==> src/rtl/char_motion_ctrl_pkg.sv <==
// Shared types for the character motion controller: vertical and
// sequencer states plus the fixed warp-pipe table.
package char_pkg;

    typedef enum logic [1:0] {
        GROUND = 2'd0,
        JUMP   = 2'd1,
        FALL   = 2'd2
    } vstate_e;

    typedef enum logic [2:0] {
        S_IDLE,
        S_PROBE_H,
        S_WAIT_H,
        S_PROBE_V,
        S_WAIT_V,
        S_WARP_CHK
    } seq_e;

    localparam int WARP_CW    = 10;
    localparam int WARP_N_MAX = 16;
    localparam int WARP_SPAN  = 24;

    typedef logic [WARP_CW-1:0] wcoord_t;

    typedef struct packed {
        wcoord_t src_x;
        wcoord_t src_y;
        wcoord_t dst_x;
        wcoord_t dst_y;
        wcoord_t alt_x;
        wcoord_t alt_y;
        logic    has_alt;
    } warp_t;

    // src_x, src_y, dst_x, dst_y, alt_x, alt_y, has_alt
    localparam warp_t WARP_TBL [WARP_N_MAX] = '{
        '{10'd372, 10'd260, 10'd100, 10'd430, 10'd450, 10'd200, 1'b1},
        '{10'd240, 10'd350, 10'd371, 10'd270, 10'd0,   10'd0,   1'b0},
        '{10'd520, 10'd100, 10'd30,  10'd80,  10'd0,   10'd0,   1'b0},
        '{10'd560, 10'd300, 10'd610, 10'd40,  10'd330, 10'd90,  1'b1},
        '{10'd600, 10'd420, 10'd150, 10'd100, 10'd0,   10'd0,   1'b0},
        '{10'd640, 10'd50,  10'd910, 10'd300, 10'd0,   10'd0,   1'b0},
        '{10'd700, 10'd250, 10'd80,  10'd250, 10'd940, 10'd120, 1'b1},
        '{10'd760, 10'd380, 10'd420, 10'd60,  10'd0,   10'd0,   1'b0},
        '{10'd800, 10'd150, 10'd300, 10'd400, 10'd0,   10'd0,   1'b0},
        '{10'd860, 10'd460, 10'd50,  10'd20,  10'd680, 10'd30,  1'b1},
        '{10'd900, 10'd30,  10'd480, 10'd350, 10'd0,   10'd0,   1'b0},
        '{10'd0,   10'd0,   10'd0,   10'd0,   10'd0,   10'd0,   1'b0},
        '{10'd0,   10'd0,   10'd0,   10'd0,   10'd0,   10'd0,   1'b0},
        '{10'd0,   10'd0,   10'd0,   10'd0,   10'd0,   10'd0,   1'b0},
        '{10'd0,   10'd0,   10'd0,   10'd0,   10'd0,   10'd0,   1'b0},
        '{10'd0,   10'd0,   10'd0,   10'd0,   10'd0,   10'd0,   1'b0}
    };

    function automatic logic in_window(input int y, input int y0);
        return (y >= y0) && (y < y0 + WARP_SPAN);
    endfunction

endpackage

==> src/rtl/char_motion_ctrl_tick_gen.sv <==
// Movement tick: a one-cycle pulse every TICK_DIV clocks.
module move_tick_gen #(
    parameter int TICK_DIV = 100000
) (
    input  logic sys_clk,
    input  logic RST_N,
    output logic tick
);

    localparam int CW = (TICK_DIV > 1) ? $clog2(TICK_DIV) : 1;

    logic [CW-1:0] cnt_q, cnt_d;
    logic          tick_q, tick_d;
    logic          wrap;

    assign wrap = (cnt_q == CW'(TICK_DIV - 1));

    always_comb begin
        tick_d = wrap;
        cnt_d  = wrap ? '0 : cnt_q + 1'b1;
    end

    always_ff @(posedge sys_clk) begin
        if (!RST_N) begin
            cnt_q  <= '0;
            tick_q <= 1'b0;
        end else begin
            cnt_q  <= cnt_d;
            tick_q <= tick_d;
        end
    end

    assign tick = tick_q;

endmodule

==> src/rtl/char_motion_ctrl.sv <==
// Character motion controller: per-tick collision probes against the
// level RAM, jump/fall physics, warp pipes and death/respawn.
module char_motion_ctrl
    import char_pkg::*;
#(
    parameter int COORD_W  = 10,
    parameter int MAP_W    = 960,
    parameter int MAP_H    = 500,
    parameter int TICK_DIV = 100000,
    parameter int JUMP_H   = 64,
    parameter int RAM_LAT  = 1,
    parameter int N_WARP   = 11,
    parameter int START_X  = 220,
    parameter int START_Y  = 360,
    localparam int ADDR_W  = $clog2(MAP_W * MAP_H)
) (
    input  logic               sys_clk,
    input  logic               RST_N,
    input  logic [3:0]         mov,
    input  logic               kill,
    input  logic               alt_sel,
    output logic [ADDR_W-1:0]  blk_addr,
    output logic               blk_rd,
    input  logic               blk_data,
    output logic [COORD_W-1:0] char_x,
    output logic [COORD_W-1:0] char_y,
    output logic [1:0]         vstate,
    output logic               warped,
    output logic               died
);

    localparam int JW = $clog2(JUMP_H + 1);
    localparam logic [COORD_W-1:0] SX   = COORD_W'(START_X);
    localparam logic [COORD_W-1:0] SY   = COORD_W'(START_Y);
    localparam logic [COORD_W-1:0] XMAX = COORD_W'(MAP_W - 1);
    localparam logic [COORD_W-1:0] YMAX = COORD_W'(MAP_H - 1);
    localparam logic [JW-1:0]      JMAX = JW'(JUMP_H);

    seq_e                seq_q, seq_d;
    vstate_e             vs_q, vs_d;
    logic [COORD_W-1:0]  x_q, x_d, y_q, y_d;
    logic [COORD_W-1:0]  cx_q, cx_d, cy_q, cy_d;
    logic [JW-1:0]       jcnt_q, jcnt_d;
    logic [2:0]          wcnt_q, wcnt_d;
    logic [ADDR_W-1:0]   addr_q, addr_d;
    logic                rd_q, rd_d;
    logic                warped_q, warped_d;
    logic                died_q, died_d;
    logic                khold_q, khold_d;

    logic                tick;
    logic                mv_l, mv_r, h_ok, data_ok, free, probe;
    logic [COORD_W-1:0]  h_x, v_y;
    logic                hit, use_alt;
    warp_t               hit_e;
    logic                unused_down;

    move_tick_gen #(
        .TICK_DIV (TICK_DIV)
    ) u_tick (
        .sys_clk (sys_clk),
        .RST_N   (RST_N),
        .tick    (tick)
    );

    function automatic logic [ADDR_W-1:0] pix_addr(
        input logic [COORD_W-1:0] px,
        input logic [COORD_W-1:0] py
    );
        return ADDR_W'(px) + ADDR_W'(py) * ADDR_W'(MAP_W);
    endfunction

    assign unused_down = mov[2];
    assign mv_l    = mov[1] & ~mov[0];
    assign mv_r    = mov[0] & ~mov[1];
    assign h_x     = mv_l ? x_q - 1'b1 : x_q + 1'b1;
    assign h_ok    = (mv_l && x_q != '0) || (mv_r && x_q != XMAX);
    assign v_y     = (vs_q == JUMP) ? y_q - 1'b1 : y_q + 1'b1;
    assign data_ok = (wcnt_q == 3'(RAM_LAT));
    assign free    = ~blk_data;
    assign use_alt = alt_sel & hit_e.has_alt;

    // Scan downwards so the lowest matching entry is the one kept
    always_comb begin
        hit   = 1'b0;
        hit_e = '0;
        for (int i = N_WARP - 1; i >= 0; i--) begin
            if (x_q == COORD_W'(WARP_TBL[i].src_x) &&
                in_window(int'(y_q), int'(WARP_TBL[i].src_y))) begin
                hit   = 1'b1;
                hit_e = WARP_TBL[i];
            end
        end
    end

    always_comb begin
        seq_d    = seq_q;
        vs_d     = vs_q;
        x_d      = x_q;
        y_d      = y_q;
        cx_d     = cx_q;
        cy_d     = cy_q;
        jcnt_d   = jcnt_q;
        wcnt_d   = wcnt_q;
        addr_d   = addr_q;
        rd_d     = 1'b0;
        warped_d = 1'b0;
        died_d   = 1'b0;
        khold_d  = kill;
        probe    = 1'b0;

        if (kill && !khold_q) begin
            x_d    = SX;
            y_d    = SY;
            vs_d   = FALL;
            seq_d  = S_IDLE;
            wcnt_d = '0;
            died_d = 1'b1;
        end else begin
            unique case (seq_q)
                S_IDLE: begin
                    if (tick) seq_d = S_PROBE_H;
                end
                S_PROBE_H: begin
                    seq_d = S_PROBE_V;
                    if (h_ok) begin
                        cx_d   = h_x;
                        cy_d   = y_q;
                        addr_d = pix_addr(h_x, y_q);
                        rd_d   = 1'b1;
                        wcnt_d = '0;
                        seq_d  = S_WAIT_H;
                    end
                end
                S_WAIT_H: begin
                    if (data_ok) begin
                        if (free) x_d = cx_q;
                        seq_d = S_PROBE_V;
                    end else begin
                        wcnt_d = wcnt_q + 1'b1;
                    end
                end
                S_PROBE_V: begin
                    seq_d = S_WARP_CHK;
                    unique case (vs_q)
                        GROUND: begin
                            if (mov[3]) begin
                                vs_d   = JUMP;
                                jcnt_d = '0;
                            end else if (y_q == YMAX) begin
                                vs_d = FALL;
                            end else begin
                                probe = 1'b1;
                            end
                        end
                        JUMP: begin
                            if (y_q == '0 || jcnt_q == JMAX) vs_d = FALL;
                            else probe = 1'b1;
                        end
                        FALL: begin
                            if (y_q == YMAX) begin
                                x_d    = SX;
                                y_d    = SY;
                                died_d = 1'b1;
                                seq_d  = S_IDLE;
                            end else begin
                                probe = 1'b1;
                            end
                        end
                        default: vs_d = FALL;
                    endcase
                    if (probe) begin
                        cx_d   = x_q;
                        cy_d   = v_y;
                        addr_d = pix_addr(x_q, v_y);
                        rd_d   = 1'b1;
                        wcnt_d = '0;
                        seq_d  = S_WAIT_V;
                    end
                end
                S_WAIT_V: begin
                    if (data_ok) begin
                        seq_d = S_WARP_CHK;
                        unique case (vs_q)
                            GROUND: begin
                                if (free) begin
                                    y_d  = cy_q;
                                    vs_d = FALL;
                                end
                            end
                            JUMP: begin
                                if (free) begin
                                    y_d    = cy_q;
                                    jcnt_d = jcnt_q + 1'b1;
                                    if ((jcnt_q + 1'b1) == JMAX) vs_d = FALL;
                                end else begin
                                    vs_d = FALL;
                                end
                            end
                            FALL: begin
                                if (free) y_d = cy_q;
                                else vs_d = GROUND;
                            end
                            default: vs_d = FALL;
                        endcase
                    end else begin
                        wcnt_d = wcnt_q + 1'b1;
                    end
                end
                S_WARP_CHK: begin
                    seq_d = S_IDLE;
                    if (hit) begin
                        x_d      = COORD_W'(use_alt ? hit_e.alt_x : hit_e.dst_x);
                        y_d      = COORD_W'(use_alt ? hit_e.alt_y : hit_e.dst_y);
                        vs_d     = FALL;
                        warped_d = 1'b1;
                    end
                end
                default: seq_d = S_IDLE;
            endcase
        end
    end

    always_ff @(posedge sys_clk) begin
        if (!RST_N) begin
            seq_q    <= S_IDLE;
            vs_q     <= FALL;
            x_q      <= SX;
            y_q      <= SY;
            cx_q     <= '0;
            cy_q     <= '0;
            jcnt_q   <= '0;
            wcnt_q   <= '0;
            addr_q   <= '0;
            rd_q     <= 1'b0;
            warped_q <= 1'b0;
            died_q   <= 1'b0;
            khold_q  <= 1'b0;
        end else begin
            seq_q    <= seq_d;
            vs_q     <= vs_d;
            x_q      <= x_d;
            y_q      <= y_d;
            cx_q     <= cx_d;
            cy_q     <= cy_d;
            jcnt_q   <= jcnt_d;
            wcnt_q   <= wcnt_d;
            addr_q   <= addr_d;
            rd_q     <= rd_d;
            warped_q <= warped_d;
            died_q   <= died_d;
            khold_q  <= khold_d;
        end
    end

    assign blk_addr = addr_q;
    assign blk_rd   = rd_q;
    assign char_x   = x_q;
    assign char_y   = y_q;
    assign vstate   = vs_q;
    assign warped   = warped_q;
    assign died     = died_q;

endmodule
==> config.mk <==
export PLATFORM = sky130hd
export DESIGN_NAME = char_motion_ctrl
export DESIGN_NICKNAME = d
export VERILOG_FILES = /design/src/rtl/char_motion_ctrl_pkg.sv /design/src/rtl/char_motion_ctrl_tick_gen.sv /design/src/rtl/char_motion_ctrl.sv
export SDC_FILE = /design/constraint.sdc
export NUM_CORES = 1
export LEC_CHECK = 0
export BUFFER_PORTS_ARGS = -buffer_cell sky130_fd_sc_hd__buf_2
export CORE_AREA = 2 2 122 153
export CTS_CLUSTER_DIAMETER = 200
export CTS_CLUSTER_SIZE = 16
export DETAILED_ROUTE_END_ITERATION = 8
export DIE_AREA = 0 0 124 155
export PLACE_DENSITY_LB_ADDON = 0.05
export SYNTH_ARGS = -nofsm -noshare
export SYNTH_HDL_FRONTEND = slang
export SYNTH_HIERARCHICAL = 1
export SYNTH_SLANG_ARGS = --single-unit
==> constraint.sdc <==
create_clock -name sys_clk -period 6.2 [get_ports sys_clk]
set_input_delay 0.62 -clock sys_clk [delete_from_list [all_inputs] [get_ports sys_clk]]
set_output_delay 0.62 -clock sys_clk [all_outputs]
set_load 0.02 [all_outputs]
After elaboration in Yosys (flattened, before gate mapping)
Cells that the tools add are included.
{ "totals": {"out_inout_bits": 44, "input_bits": 9, "regBits": 96} }
{ "classes": {"mul": 2, "eq_ne": 45, "n_mux": 92, "reduce_logical": 49, "magnitude_cmp": 22, "n_addsub": 9, "n_bitwise": 8} }
{ "ops": {"columns": ["operator", "count"], "rows": [
  ["2-to-1 mux 41 bit", 10],
  ["2-to-1 mux 10 bit", 19],
  ["equality test 10 bit (second input constant)", 9],
  ["< comparator 10 x 9 -> 1 bit (second input constant)", 7],
  ["greater-or-equal comparator 10 x 9 -> 1 bit (second input constant)", 6],
  ["one-hot mux 10 bit (3 select lines)", 2],
  ["2-to-1 mux 40 bit", 1],
  ["one-hot mux 10 bit (2 select lines)", 2],
  ["adder 10 x 19 -> 19 bit", 2],
  ["2-to-1 mux 19 bit", 2],
  ["one-hot mux 19 bit (2 select lines)", 1],
  ["2-to-1 mux 7 bit", 5],
  ["!= test 2 bit (second input constant)", 15],
  ["2-to-1 mux 3 bit", 9],
  ["multiplier 10 x 4 -> 13 bit (second input constant)", 2],
  ["logical AND 1 bit", 25],
  ["2-to-1 mux 1 bit", 24],
  ["adder 10 x 1 -> 10 bit (second input constant)", 2],
  ["equality test 10 x 9 -> 1 bit (second input constant)", 2],
  ["greater-or-equal comparator 10 x 8 -> 1 bit (second input constant)", 2],
  ["< comparator 10 x 7 -> 1 bit (second input constant)", 2],
  ["subtractor 10 x 1 -> 10 bit (second input constant)", 2],
  ["2-to-1 mux 2 bit", 9],
  ["one-hot mux 2 bit (3 select lines)", 3],
  ["other kinds (42)", 64]
]} }

Depth between registers and ports, before layout
{ "logic_depth": {"ltp_word": 18, "ltp_mapped": 25} }

Modules after synthesis
The synthesis kept the hierarchy.
{ "by_module_without_submodules": {"columns": ["module", "seq_area_each_um2", "instances", "area_per_inst_um2", "cells_each"], "rows": [
  ["char_motion_ctrl", 1441.4, 1, 7923.8, 1010],
  ["move_tick_gen", 360.3, 1, 794.5, 90]
]} }

Worst setup path before layout
No wires, ideal clock.
{ "synth_path": {"path_type": "reg-to-reg", "from": "register vs_q[0], in the netlist vstate[0]", "to": "register addr_q[18], in the netlist blk_addr[18]", "path_slack_ns": 0.330, "path_stages_with_launch": 25, "period_less_slack_ns": 5.870, "setup_ns": 0.091, "required_ns": 6.109, "arrival_ns": 5.779, "path_cell_list": "dfxtp_1 -> clkbuf_1 -> nor2b_1 -> clkbuf_1 -> xnor2_1 -> ha_1 -> o31ai_1 -> a22oi_1 -> a21oi_1 -> o22ai_1 -> xnor2_1 -> inv_1 -> xnor2_1 -> ha_1 -> inv_1 -> fa_1 -> inv_1 -> ha_1 -> or4b_2 -> o211ai_1 -> a311oi_1 -> nor4b_1 -> xnor2_1 -> nor3_1 -> a311oi_1"} }
{ "synth_between": {"elab_chain_cells": 6, "word_cells_on_any_way": 13, "classes_between": "add/sub: 1; mul: 1; eq/ne: 3; mux: 6; reduce/logical: 2"} }
{ "synth_lines": {"columns": ["element", "line_no", "text"], "rows": [
  ["start: declaration", "char_motion_ctrl.sv:40", "vstate_e vs_q, vs_d;"],
  ["start signal: assignment", "char_motion_ctrl.sv:241", "vs_q <= vs_d;"],
  ["equality test 2 x 1 -> 1 bit, or another cell as far along", "char_motion_ctrl.sv:78, char_motion_ctrl.sv:145", null],
  ["2-to-1 mux 10 bit / one-hot mux 1 bit (3 select lines) (equally long branches)", "char_motion_ctrl.sv:78, char_motion_ctrl.sv:145", null],
  ["multiplier 10 x 4 -> 13 bit / 2-to-1 mux 1 bit (equally long branches)", "char_motion_ctrl.sv:70, char_motion_ctrl.sv:120", null],
  ["adder 10 x 19 -> 19 bit / 2-to-1 mux 1 bit (equally long branches)", "char_motion_ctrl.sv:70, char_motion_ctrl.sv:112", null],
  ["2-to-1 mux 19 bit / != test 2 bit (equally long branches)", null, null],
  ["one-hot mux 19 bit (2 select lines) / AND reduction 4 bit (equally long branches)", null, null],
  ["end signal: assignment", "char_motion_ctrl.sv:248", "addr_q <= addr_d;"],
  ["end: declaration", "char_motion_ctrl.sv:45", "logic [ADDR_W-1:0] addr_q, addr_d;"]
]} }
Parallel ways exist; a longest one is shown, timed or not. The select of a mux whose other input is x is not followed.
A chain may end at the register's enable or synchronous reset.

Final worst setup path
Same ends and word-level chain as after synthesis.

==> metrics.txt <==
status=finished clean; crit path max-delay cell type=or4b_2; CTS max path bufs=2; cells along the critical path=nor2b_2 > xnor2_1 > ha_1 > o31ai_1 > a22oi_1 > a21oi_1 > o22ai_1 > xnor2_1 > inv_1 > xnor2_1 > ha_1 > inv_1 > fa_1 > inv_1 > ha_1 > or4b_2 > o211ai_1 > a311oi_1 > nor4b_1 > xnor2_1 > nor3_1 > a311oi_1; WHS=0.456 ns; hpwl dp=19,700 um; Routed WL per cell=19.5 um; core box area=17,900 sq um; pin count of the biggest net entering global routing=39; fmax=0.173 GHz; Mapped Nets=1,225; Crit path required time=roughly 6.5 ns; Tcrit/Tclk final=93.5%; Worst Setup End Kind=register; Avg Cell Area, Syn=approximately 7.9 sq um; post-synth cell types=90; setup ws final=between 0.4 and 0.5 ns; crit path DAT=6.07 ns; pwr dens=129 nW/um^2; ys async rst share=0%; count leader, synth=nor2_1; Slew Limit Fails=0; critical-path maximum fanout=5; clock buffer count from CTS=9; post-synth top area share=20.7%; Yosys reg bits=90; root buffer cell=clkbuf_16; DIE AREA=around 19,000 sq um; port bufs=51; starting density of the core=48.7%; 1st-iter DRT viols=around 480; share of layout cells above drive strength 1=10.8%; Primary FF master, synth=dfxtp_1; Post-Route WL=26,500 um; Peak VDD IR=0.150 mV; clock transition at the registers of the reported paths=0.08 ns; RSZ-0062 raised after global routing=no; Slew @ Worst Pin=~0.89 ns; Sink Count=90; nets@finish=1,252; 1st-pass router iterations=6; most area-hungry cell type in the Yosys netlist=dfxtp_1; multi-input logic area=between 6000 and 7000 sq um; final setup vio count=0; CTS H-tree lvls=3; dominant cells by area after synthesis=dfxtp_1, ha_1, fa_1, xnor2_1, nor2_1; Design Area, Final=9470 sq um; crit start category=register; GRT Util Overall=~29%; Final TNS setup=0 ns; WS Path Type=register to register; DP Worst Slack=0.455 ns; Hold Violations, Final=0; Syn. warnings=6; Final GP Congestion=approximately 1; leakage power=3.75 nW; TritonCTS clock tree=done; CP max stage delay=between 0.6 and 0.7 ns; Vert. Die Dim=155 um; max_slew headroom=roughly two fifths; FF/Latch Area=1800 sq um; num rows=55; Post-DRT Antenna Nets=0; first-pass GRT wire length=42,500 um; Post-CTS Hold Fix Bufs=0; via density per instance=5.90; cell area after synthesis=about 8700 sq um; Ports=53; DP Area=9170 sq um; DRC viols=0; n_diodes=0; Fill cells=1,836; Overflow after GRT=0; Clock Latency Late Sink=~0.36 ns; initial antenna violation count=0; final worst path period need=5.79 ns; cell mode on critical path=xnor2_1; total power=0.00122 W; Area Growth Syn to Fin=8.58%; die span in x=about 120 um; total of max-cap violations=0; Cells after Synth=1,100; number of synthesized flops with an enable pin=0; Clock Skews=around 0.010 ns; top cells by count, synth=nor2_1, dfxtp_1, ha_1; vias in the first global route=around 7,900; via count=8,028; Hold Path Class=register to register; sequential element share of the synthesized area=20.7%
routing by layer:
layer	vias up	wire (um)	share of wire [%]	track usage, %
li1	3943	-	-	-
met1	3803	11100	42	34.8
met2	219	13000	49	49.2
met3	63	1090	4.1	3.41
met4	0	1260	4.7	13.9
met5	-	0	0	0
worst max-delay path, delay by kind of cell (launching register included):
family,cells,cell delay [ns]
adders and majority gates,4,1.46
and+or+nand+nor,4,1.44
AOI/OAI and AO/OA,7,1.27
xor gates and xnor gates,4,0.88
DFF,1,0.33
buffers and inverters,3,0.31
state kept, by name (all words and copies together) (netlist names):
register / flops
blk_addr: 13
blk_rd: 1
char_x: 10
char_y: 10
cx_q: 10
cy_q: 10
died: 1
jcnt_q: 7
khold_q: 1
seq_q: 3
u_tick/cnt_q: 17
u_tick/tick: 1
vstate: 2
warped: 1
wcnt_q: 3
what timing repair did:
action,4_1_cts,5_1_grt
hold endpoints to repair,0,0
gates resized for setup,0,1
setup buffers,0,0
setup endpoints to repair,0,1
cell type report:
cell class	instances	share of cell area, %
multi-input combinational	876	67.3
sequential	90	19.0
timing repair buffer	74	4.52
inverter	76	3.01
tap	228	3.01
clock buffer	10	2.52
clock inverter	6	0.595
cell usage in the layout (no fill, tap or decap), drive strengths merged, types with 5 or more instances in the layout:
| cell type | instances |
|---|---|
| xnor2 | 67 |
| clkbuf | 10 |
| a2111oi | 5 |
| mux2i | 7 |
| nor4 | 15 |
| a31oi | 12 |
| a21o | 12 |
| nor2 | 124 |
| dfxtp | 90 |
| xor2 | 19 |
| o21ai | 50 |
| a211oi | 18 |
| and2 | 7 |
| ha | 86 |
| or4b | 6 |
| nor3 | 35 |
| a311oi | 9 |
| fa | 30 |
| nand4 | 24 |
| nor2b | 21 |
| nand2b | 18 |
| o22ai | 6 |
| nand3b | 5 |
| nand4b | 5 |
| and3 | 13 |
| o21a | 5 |
| a21oi | 69 |
| buf | 74 |
| nand2 | 80 |
| or3b | 5 |
| inv | 79 |
| o211ai | 11 |
| or4 | 5 |
| nand3 | 37 |
cell families after synthesis:
group           after synthesis  share of synthesized area, %
compound gates              243                          19.0
xor+xnor                     86                          8.64
fa+ha+maj                   119                          19.6
buf+inv                     134                          6.34
flops                        90                          20.7
mux                           8                         0.933
simple gates                420                          24.9
final timing paths:
path	slack (ns)	cells past startpoint	startpoint	endpoint
worst max-delay path	0.41	22	vstate[0]	blk_addr[18]
worst min-delay path	0.46	2	blk_addr[11]	blk_addr[11]
worst max register to register	0.41	22	vstate[0]	blk_addr[18]
worst min register to register	0.46	2	blk_addr[11]	blk_addr[11]
stage by stage:
step	utilization (%)	std cells
after floorplan	-	1100
after global placement	51.2	1344
after detailed placement	51.2	1344
after CTS	52.9	1360
after global routing	52.9	1360
final	52.9	1360
where the power goes:
part           total [W]  internal, W  switching [W]
clock           0.000574     0.000294       0.000280
sequential      0.000582     0.000580     0.00000219
combinational  0.0000659    0.0000226      0.0000433
total            0.00122     0.000896       0.000326
Note: power is estimated with default switching activity, not from simulation.
